**src/rtl/armleocpu_tlb.sv**
```systemverilog
`default_nettype none
// ============================================================================
// Module      : armleocpu_tlb
// Description : Fully-associative TLB in front of the Sv32 page table walker.
//               Hits are answered from the entry array. Misses issue a PTW
//               resolve request, and successful walks fill a round-robin
//               victim. Bare mode bypasses translation. The invalidate input
//               flushes every entry.
// Ports       : clk, async_rst_n            - clock, async active-low reset
//               req_*                       - VPN lookup request from the MMU
//               resp_*                      - registered one-cycle response
//               invalidate, matp_mode       - flush / translation mode
//               ptw_*                       - PTW resolve handshake
// Revision    : 1.0 - initial release
// ============================================================================
module armleocpu_tlb #(
    parameter int ENTRIES_W = 3
) (
    input  logic        clk,
    input  logic        async_rst_n,

    input  logic        req_valid,
    output logic        req_ready,
    input  logic [19:0] req_vpn,

    output logic        resp_valid,
    output logic [21:0] resp_ppn,
    output logic [7:0]  resp_access_bits,
    output logic        resp_pagefault,
    output logic        resp_accessfault,

    input  logic        invalidate,
    input  logic        matp_mode,

    output logic        ptw_resolve_request,
    input  logic        ptw_resolve_ack,
    output logic [21:0] ptw_virtual_address,
    input  logic        ptw_resolve_done,
    input  logic        ptw_resolve_pagefault,
    input  logic        ptw_resolve_accessfault,
    input  logic [7:0]  ptw_resolve_access_bits,
    input  logic [21:0] ptw_resolve_physical_address
);

    localparam int c_ENTRIES = 1 << ENTRIES_W;

    localparam logic [1:0] c_IDLE      = 2'd0;
    localparam logic [1:0] c_LOOKUP    = 2'd1;
    localparam logic [1:0] c_WALK_REQ  = 2'd2;
    localparam logic [1:0] c_WALK_WAIT = 2'd3;

    localparam logic [7:0] c_BARE_BITS = 8'hCF;

    logic [1:0]           r_state;
    logic [1:0]           w_next_state;
    logic [19:0]          r_saved_vpn;
    logic                 r_flushed;
    logic [ENTRIES_W-1:0] r_victim;

    logic [c_ENTRIES-1:0] r_valid;
    logic [19:0]          r_vpn  [c_ENTRIES];
    logic [21:0]          r_ppn  [c_ENTRIES];
    logic [7:0]           r_bits [c_ENTRIES];

    logic                 r_resp_valid;
    logic [21:0]          r_resp_ppn;
    logic [7:0]           r_resp_bits;
    logic                 r_resp_pagefault;
    logic                 r_resp_accessfault;

    logic                 w_hit;
    logic [ENTRIES_W-1:0] w_hit_idx;
    logic                 w_lookup_resp;
    logic                 w_walk_done;
    logic                 w_fill;

    // Tags are unique, so at most one entry matches.
    always_comb begin
        w_hit     = 1'b0;
        w_hit_idx = '0;
        for (int i = 0; i < c_ENTRIES; i++) begin
            if (r_valid[i] && (r_vpn[i] == r_saved_vpn)) begin
                w_hit     = 1'b1;
                w_hit_idx = ENTRIES_W'(i);
            end
        end
    end

    // A done coinciding with ack in WALK_REQ completes the walk immediately.
    assign w_walk_done = ((r_state == c_WALK_REQ) && ptw_resolve_ack && ptw_resolve_done)
                       || ((r_state == c_WALK_WAIT) && ptw_resolve_done);

    // Faults are never cached; any flush seen since LOOKUP suppresses the fill.
    assign w_fill = w_walk_done && !ptw_resolve_pagefault && !ptw_resolve_accessfault
                  && !r_flushed && !invalidate;

    // ---------------- FSM: state register ----------------
    always_ff @(posedge clk or negedge async_rst_n) begin
        if (!async_rst_n) begin
            r_state <= c_IDLE;
        end else begin
            r_state <= w_next_state;
        end
    end

    // ---------------- FSM: next state ----------------
    always_comb begin
        w_next_state = r_state;
        case (r_state)
            c_IDLE:      if (req_valid) w_next_state = c_LOOKUP;
            c_LOOKUP:    w_next_state = w_lookup_resp ? c_IDLE : c_WALK_REQ;
            c_WALK_REQ:  if (ptw_resolve_ack)
                             w_next_state = ptw_resolve_done ? c_IDLE : c_WALK_WAIT;
            c_WALK_WAIT: if (ptw_resolve_done) w_next_state = c_IDLE;
            default:     w_next_state = c_IDLE;
        endcase
    end

    // ---------------- FSM: outputs ----------------
    always_comb begin
        req_ready           = (r_state == c_IDLE);
        ptw_resolve_request = (r_state == c_WALK_REQ);
        // Invalidate in the LOOKUP cycle turns a would-be hit into a miss.
        w_lookup_resp       = (r_state == c_LOOKUP) && (!matp_mode || (w_hit && !invalidate));
    end

    assign ptw_virtual_address = {2'b00, r_saved_vpn};

    // ---------------- Request capture and flush tracking ----------------
    always_ff @(posedge clk or negedge async_rst_n) begin
        if (!async_rst_n) begin
            r_saved_vpn <= '0;
            r_flushed   <= 1'b0;
        end else begin
            if ((r_state == c_IDLE) && req_valid) begin
                r_saved_vpn <= req_vpn;
            end
            if (r_state == c_LOOKUP) begin
                r_flushed <= invalidate;
            end else if ((r_state == c_WALK_REQ) || (r_state == c_WALK_WAIT)) begin
                r_flushed <= r_flushed | invalidate;
            end
        end
    end

    // ---------------- Valid bits and victim pointer ----------------
    always_ff @(posedge clk or negedge async_rst_n) begin
        if (!async_rst_n) begin
            r_valid  <= '0;
            r_victim <= '0;
        end else begin
            if (invalidate) begin
                r_valid <= '0;
            end else if (w_fill) begin
                r_valid[r_victim] <= 1'b1;
            end
            if (w_fill) begin
                r_victim <= r_victim + 1'b1;
            end
        end
    end

    // ---------------- Entry payload (no reset needed, guarded by valid) ----------------
    generate
        for (genvar gi = 0; gi < c_ENTRIES; gi++) begin : g_entry
            always_ff @(posedge clk) begin
                if (w_fill && (r_victim == ENTRIES_W'(gi))) begin
                    r_vpn[gi]  <= r_saved_vpn;
                    r_ppn[gi]  <= ptw_resolve_physical_address;
                    r_bits[gi] <= ptw_resolve_access_bits;
                end
            end
        end
    endgenerate

    // ---------------- Registered response ----------------
    always_ff @(posedge clk or negedge async_rst_n) begin
        if (!async_rst_n) begin
            r_resp_valid       <= 1'b0;
            r_resp_ppn         <= '0;
            r_resp_bits        <= '0;
            r_resp_pagefault   <= 1'b0;
            r_resp_accessfault <= 1'b0;
        end else begin
            r_resp_valid <= 1'b0;
            if (w_lookup_resp) begin
                r_resp_valid       <= 1'b1;
                r_resp_pagefault   <= 1'b0;
                r_resp_accessfault <= 1'b0;
                if (!matp_mode) begin
                    r_resp_ppn  <= {2'b00, r_saved_vpn};
                    r_resp_bits <= c_BARE_BITS;
                end else begin
                    r_resp_ppn  <= r_ppn[w_hit_idx];
                    r_resp_bits <= r_bits[w_hit_idx];
                end
            end else if (w_walk_done) begin
                r_resp_valid       <= 1'b1;
                r_resp_ppn         <= ptw_resolve_physical_address;
                r_resp_bits        <= ptw_resolve_access_bits;
                r_resp_pagefault   <= ptw_resolve_pagefault;
                r_resp_accessfault <= ptw_resolve_accessfault;
            end
        end
    end

    assign resp_valid       = r_resp_valid;
    assign resp_ppn         = r_resp_ppn;
    assign resp_access_bits = r_resp_bits;
    assign resp_pagefault   = r_resp_pagefault;
    assign resp_accessfault = r_resp_accessfault;

endmodule
`default_nettype wire

```
**config.mk**
```make
export PLATFORM = sky130hd
export DESIGN_NAME = armleocpu_tlb
export DESIGN_NICKNAME = d
export VERILOG_FILES = /design/src/rtl/armleocpu_tlb.sv
export SDC_FILE = /design/constraint.sdc
export NUM_CORES = 1
export LEC_CHECK = 0
export ABC_AREA = 1
export CORE_MARGIN = 3
export CORE_UTILIZATION = 50
export CTS_BUF_LIST = sky130_fd_sc_hd__clkbuf_8 sky130_fd_sc_hd__clkbuf_16
export CTS_CLUSTER_DIAMETER = 100
export CTS_CLUSTER_SIZE = 12
export DETAILED_ROUTE_END_ITERATION = 16
export PLACE_DENSITY = 0.71
export SETUP_SLACK_MARGIN = 0.1
export SLEW_MARGIN = 20
export SYNTH_ARGS = -nofsm -noshare
export SYNTH_HDL_FRONTEND = slang
export SYNTH_SLANG_ARGS = --single-unit
```
**constraint.sdc**
```tcl
create_clock -name clk -period 6 [get_ports clk]
set_input_delay 0.6 -clock clk [delete_from_list [all_inputs] [get_ports clk]]
set_output_delay 0.6 -clock clk [all_outputs]
set_load 0.005 [all_outputs]
```
==> metrics.yaml <==
outcome:
  outcome: "finished, final reports clean"
placed_design:
  hpwlAfterDp_um: 42200
  placed_area_sq_mm: 0.0240
  place_inst: 2897
  port_buffers: 113
  gp_congestion: 0.945
final_layout:
  nFillCells: 3688
  drive_gt1_frac: 0.0664
  area_growth_pct: 12.6
  multiInputGateArea_sq_mm: 0.00705
  nets: 2424
  seq_area_sq_mm: 0.0137
  final_area_sq_mm: 0.0253
  diodes: 0
  fin_cells: 2980
route:
  dr.pass1.iters: 5
  initialDrtViolationCount: 1739
  routed_wl_um: 65300
  via_per_inst: 5.67
  vias: 16900
  drc: 0
  antenna_left: 0
  avgRoutedWirePerCell_um: 21.9
die:
  start_util: 0.514
  coreArea_sq_mm: 0.0436
  fp-row-count: 76
  die_y_um: 218
  die_w_um: 218
  ios: 116
  dieArea_sq_mm: 0.0474
sta:
  skew_ns: 0.0187
  tns_ns: 0
  finalMaxSlewViolations: 0
  period_needed_ns: 4.40
  finalHoldViolCount: 0
  rsz0062_at_grt: "false"
  post-route-period-util: 0.734
  max_freq_ghz: 0.227
  slew_headroom: 0.289
  worstMarginPinSlew_ns: 1.06
  finalSetupViolCount: 0
clock_tree:
  path_clk_slew_ns: 0.06
  clk_latency_ns: 0.58
  cts_buffers: 44
  cts_hold_buffers: 1
  cts_root_buffer: "clkbuf_16"
  clock_sinks: 467
  cts_tree: "yes"
  cts_resized: 0
  cts_setup_buffers: 0
  cts_buffer_depth: 3
  h-tree-depth: 2
logic_synthesis:
  synth_area_leaders: "edfxtp_1, dfrtp_1, nand2_1, nand3_1, inv_1"
  yosys_warnings: 0
  synth_edf_count: 400
  yosys-top-cells-count: "nand2_1, edfxtp_1, nand3_1"
  ys_seq_elements: 467
  post-synth-top-count-cell: "nand2_1"
  ys_types: 50
  synth_top_area_share: 0.536
  synth_flop_cell: "edfxtp_1"
  ys_seq_area_frac: 0.610
  synth_area_per_cell_sq_um: 9.89
  synth_area_leader_cell: "edfxtp_1"
  syn_area_sq_mm: 0.0224
  synthArstFlopShare: 0.143
  netlist_instances: 2267
grt:
  grtUsageTotal: 0.271
  grt_max_degree: 84
  grt_pass1_wl_um: 97200
  grt_overflow: 0
  antenna_found_initial: 0
  grt_pass1_vias: 16400
setup_path:
  crit_type: "reg -> reg"
  r2r-end: "resp_ppn[11]$_DFFE_PN0P_"
  worstReg2RegStart: "r_saved_vpn[17]$_DFFE_PN0P_"
  crit_top_cell: "nand3_1"
  critPathMaxStageDelay_ns: 0.90
  endpoint_kind: "register"
  crit_arrival_ns: 4.89
  path_cells: "inv_2 -> or2_2 -> nand4_1 -> nor4_1 -> nand2_1 -> nor2_1 -> inv_2 -> buf_4 -> nand2_4 -> nand2_1 -> nand3_1 -> nand3_1 -> nand3_1 -> a21oi_1"
  reg2reg_depth: 14
  worst_ep_required_time_ns: 6.49
  crit_fanout: 83
  cp_top_family: "simple AND/OR/NAND/NOR gates"
  cp_slowest_cell: "dfrtp_1"
  r2r_slack_ns: 1.60
  critical_path_buf_inv_count: 3
  cp-start-kind: "register"
power:
  seq_power_share: 0.453
  switchingPower_w: 0.00321
  p_int_w: 0.00617
  power_frac_comb: 0.275
  power_density_mw_per_mm2: 371
  p_clk_frac: 0.272
  switching_share: 0.342
  ir_worst_vdd_uv: 322
  p_leak_nw: 10.1
worst_hold_path:
  hold_depth: 2
  min_path_type: "reg -> reg"
  holdPathEnd: "r_flushed$_DFFE_PN0N_"
  hold_start: "r_flushed$_DFFE_PN0N_"
run:
  cap_violations: 0
## registers in the layout, indices dropped and copies added, names as in the netlist
name and flops:
r_flushed 1, r_saved_vpn 20, resp_pagefault 1, r_vpn 160, resp_ppn 22, r_valid 8, resp_valid 1, r_bits 64
resp_accessfault 1, r_victim 3, r_ppn 176, resp_access_bits 8, r_state 2
## worst max path at each step
stage          cells past startpoint                              end  slack (ns)                   startpoint
2_1_floorplan                      9           r_bits[0][0]$_DFFE_PP_        0.09             ptw_resolve_done
3_3_place_gp                      15         resp_ppn[20]$_DFFE_PN0P_        1.66   r_saved_vpn[0]$_DFFE_PN0P_
3_5_place_dp                      14          resp_ppn[0]$_DFFE_PN0P_        1.61   r_saved_vpn[0]$_DFFE_PN0P_
4_1_cts                           14          resp_ppn[0]$_DFFE_PN0P_        1.61   r_saved_vpn[0]$_DFFE_PN0P_
5_1_grt                           19  resp_access_bits[2]$_DFFE_PN0P_        1.20   r_saved_vpn[0]$_DFFE_PN0P_
6_report                          14         resp_ppn[11]$_DFFE_PN0P_        1.60  r_saved_vpn[17]$_DFFE_PN0P_
## tightest hold or removal path: stages (launching register included)
cell     delay [ns]
dfrtp_1        0.35
nand2_1        0.05
o21ai_0        0.07
## final cells by class
class / instances / area share
clock buffer: 45 / 0.0446
tap: 585 / 0.0290
timing repair buffer: 147 / 0.0559
clock inverter: 37 / 0.00590
multi-input combinational: 1408 / 0.279
inverter: 291 / 0.0435
sequential: 467 / 0.542
## metal layers
layer / vias up / routed length [um] / track usage
met1: 8206 / 26700 / 0.359
li1: 7813 / - / -
met5: - / 0 / 0
met2: 732 / 31900 / 0.458
met3: 139 / 4160 / 0.0302
met4: 0 / 2500 / 0.114
## power groups by stage
stage / Combinational (W) / Sequential [W] / Clock, W
2_1_floorplan: 0.00154 / 0.00414 / 0
3_3_place_gp: 0.00254 / 0.00429 / 0
3_5_place_dp: 0.00255 / 0.00431 / 0
4_1_cts: 0.00257 / 0.00424 / 0.00259
5_1_grt: 0.00279 / 0.00428 / 0.00272
6_report: 0.00258 / 0.00425 / 0.00255
## cell families (layout without fill, tap and decap cells)
kind of cell | count (synthesis) | after routing | share of synthesized area
flops | 467 | 467 | 0.610
buf+inv | 393 | 520 | 0.0778
other cells | 1 | 2 | 0.000167
xor+xnor | 47 | 47 | 0.0184
simple gates | 1199 | 1199 | 0.249
fa+ha+maj | 6 | 6 | 0.00335
compound gates | 154 | 154 | 0.0404
## placed cells by master (no fill, tap or decap), drive strengths merged, types with 2 or more instances in the layout
cell type	netlist	layout
a21oi	69	69
a22o	3	3
a32o	2	2
buf	81	34
clkbuf	21	45
clkdlybuf4s50	0	112
conb	1	2
dfrtp	67	67
edfxtp	400	400
ha	6	6
inv	290	327
nand2	448	448
nand3	324	324
nand3b	75	75
nand4	42	42
nor2	221	221
nor3	39	39
nor3b	5	5
nor4	17	17
o21a	20	20
o21ai	49	49
o22ai	5	5
o32ai	2	2
or2	27	27
xnor2	28	28
xor2	19	19
## metrics by stage
| stage | hold WS [ns] | utilization | total power, W | worst slack (ns) |
|---|---|---|---|---|
| 3_3_place_gp | 0.474 | 0.549 | 0.00683 | 1.66 |
| 4_1_cts | 0.501 | 0.579 | 0.00940 | 1.61 |
| 2_1_floorplan | 0.304 | - | 0.00568 | 0.0922 |
| 3_5_place_dp | 0.487 | 0.549 | 0.00686 | 1.61 |
| 6_report | 0.500 | 0.579 | 0.00938 | 1.60 |
| 5_1_grt | 0.538 | 0.579 | 0.00979 | 1.20 |
No activity file was read; power rests on OpenSTA's default activity.
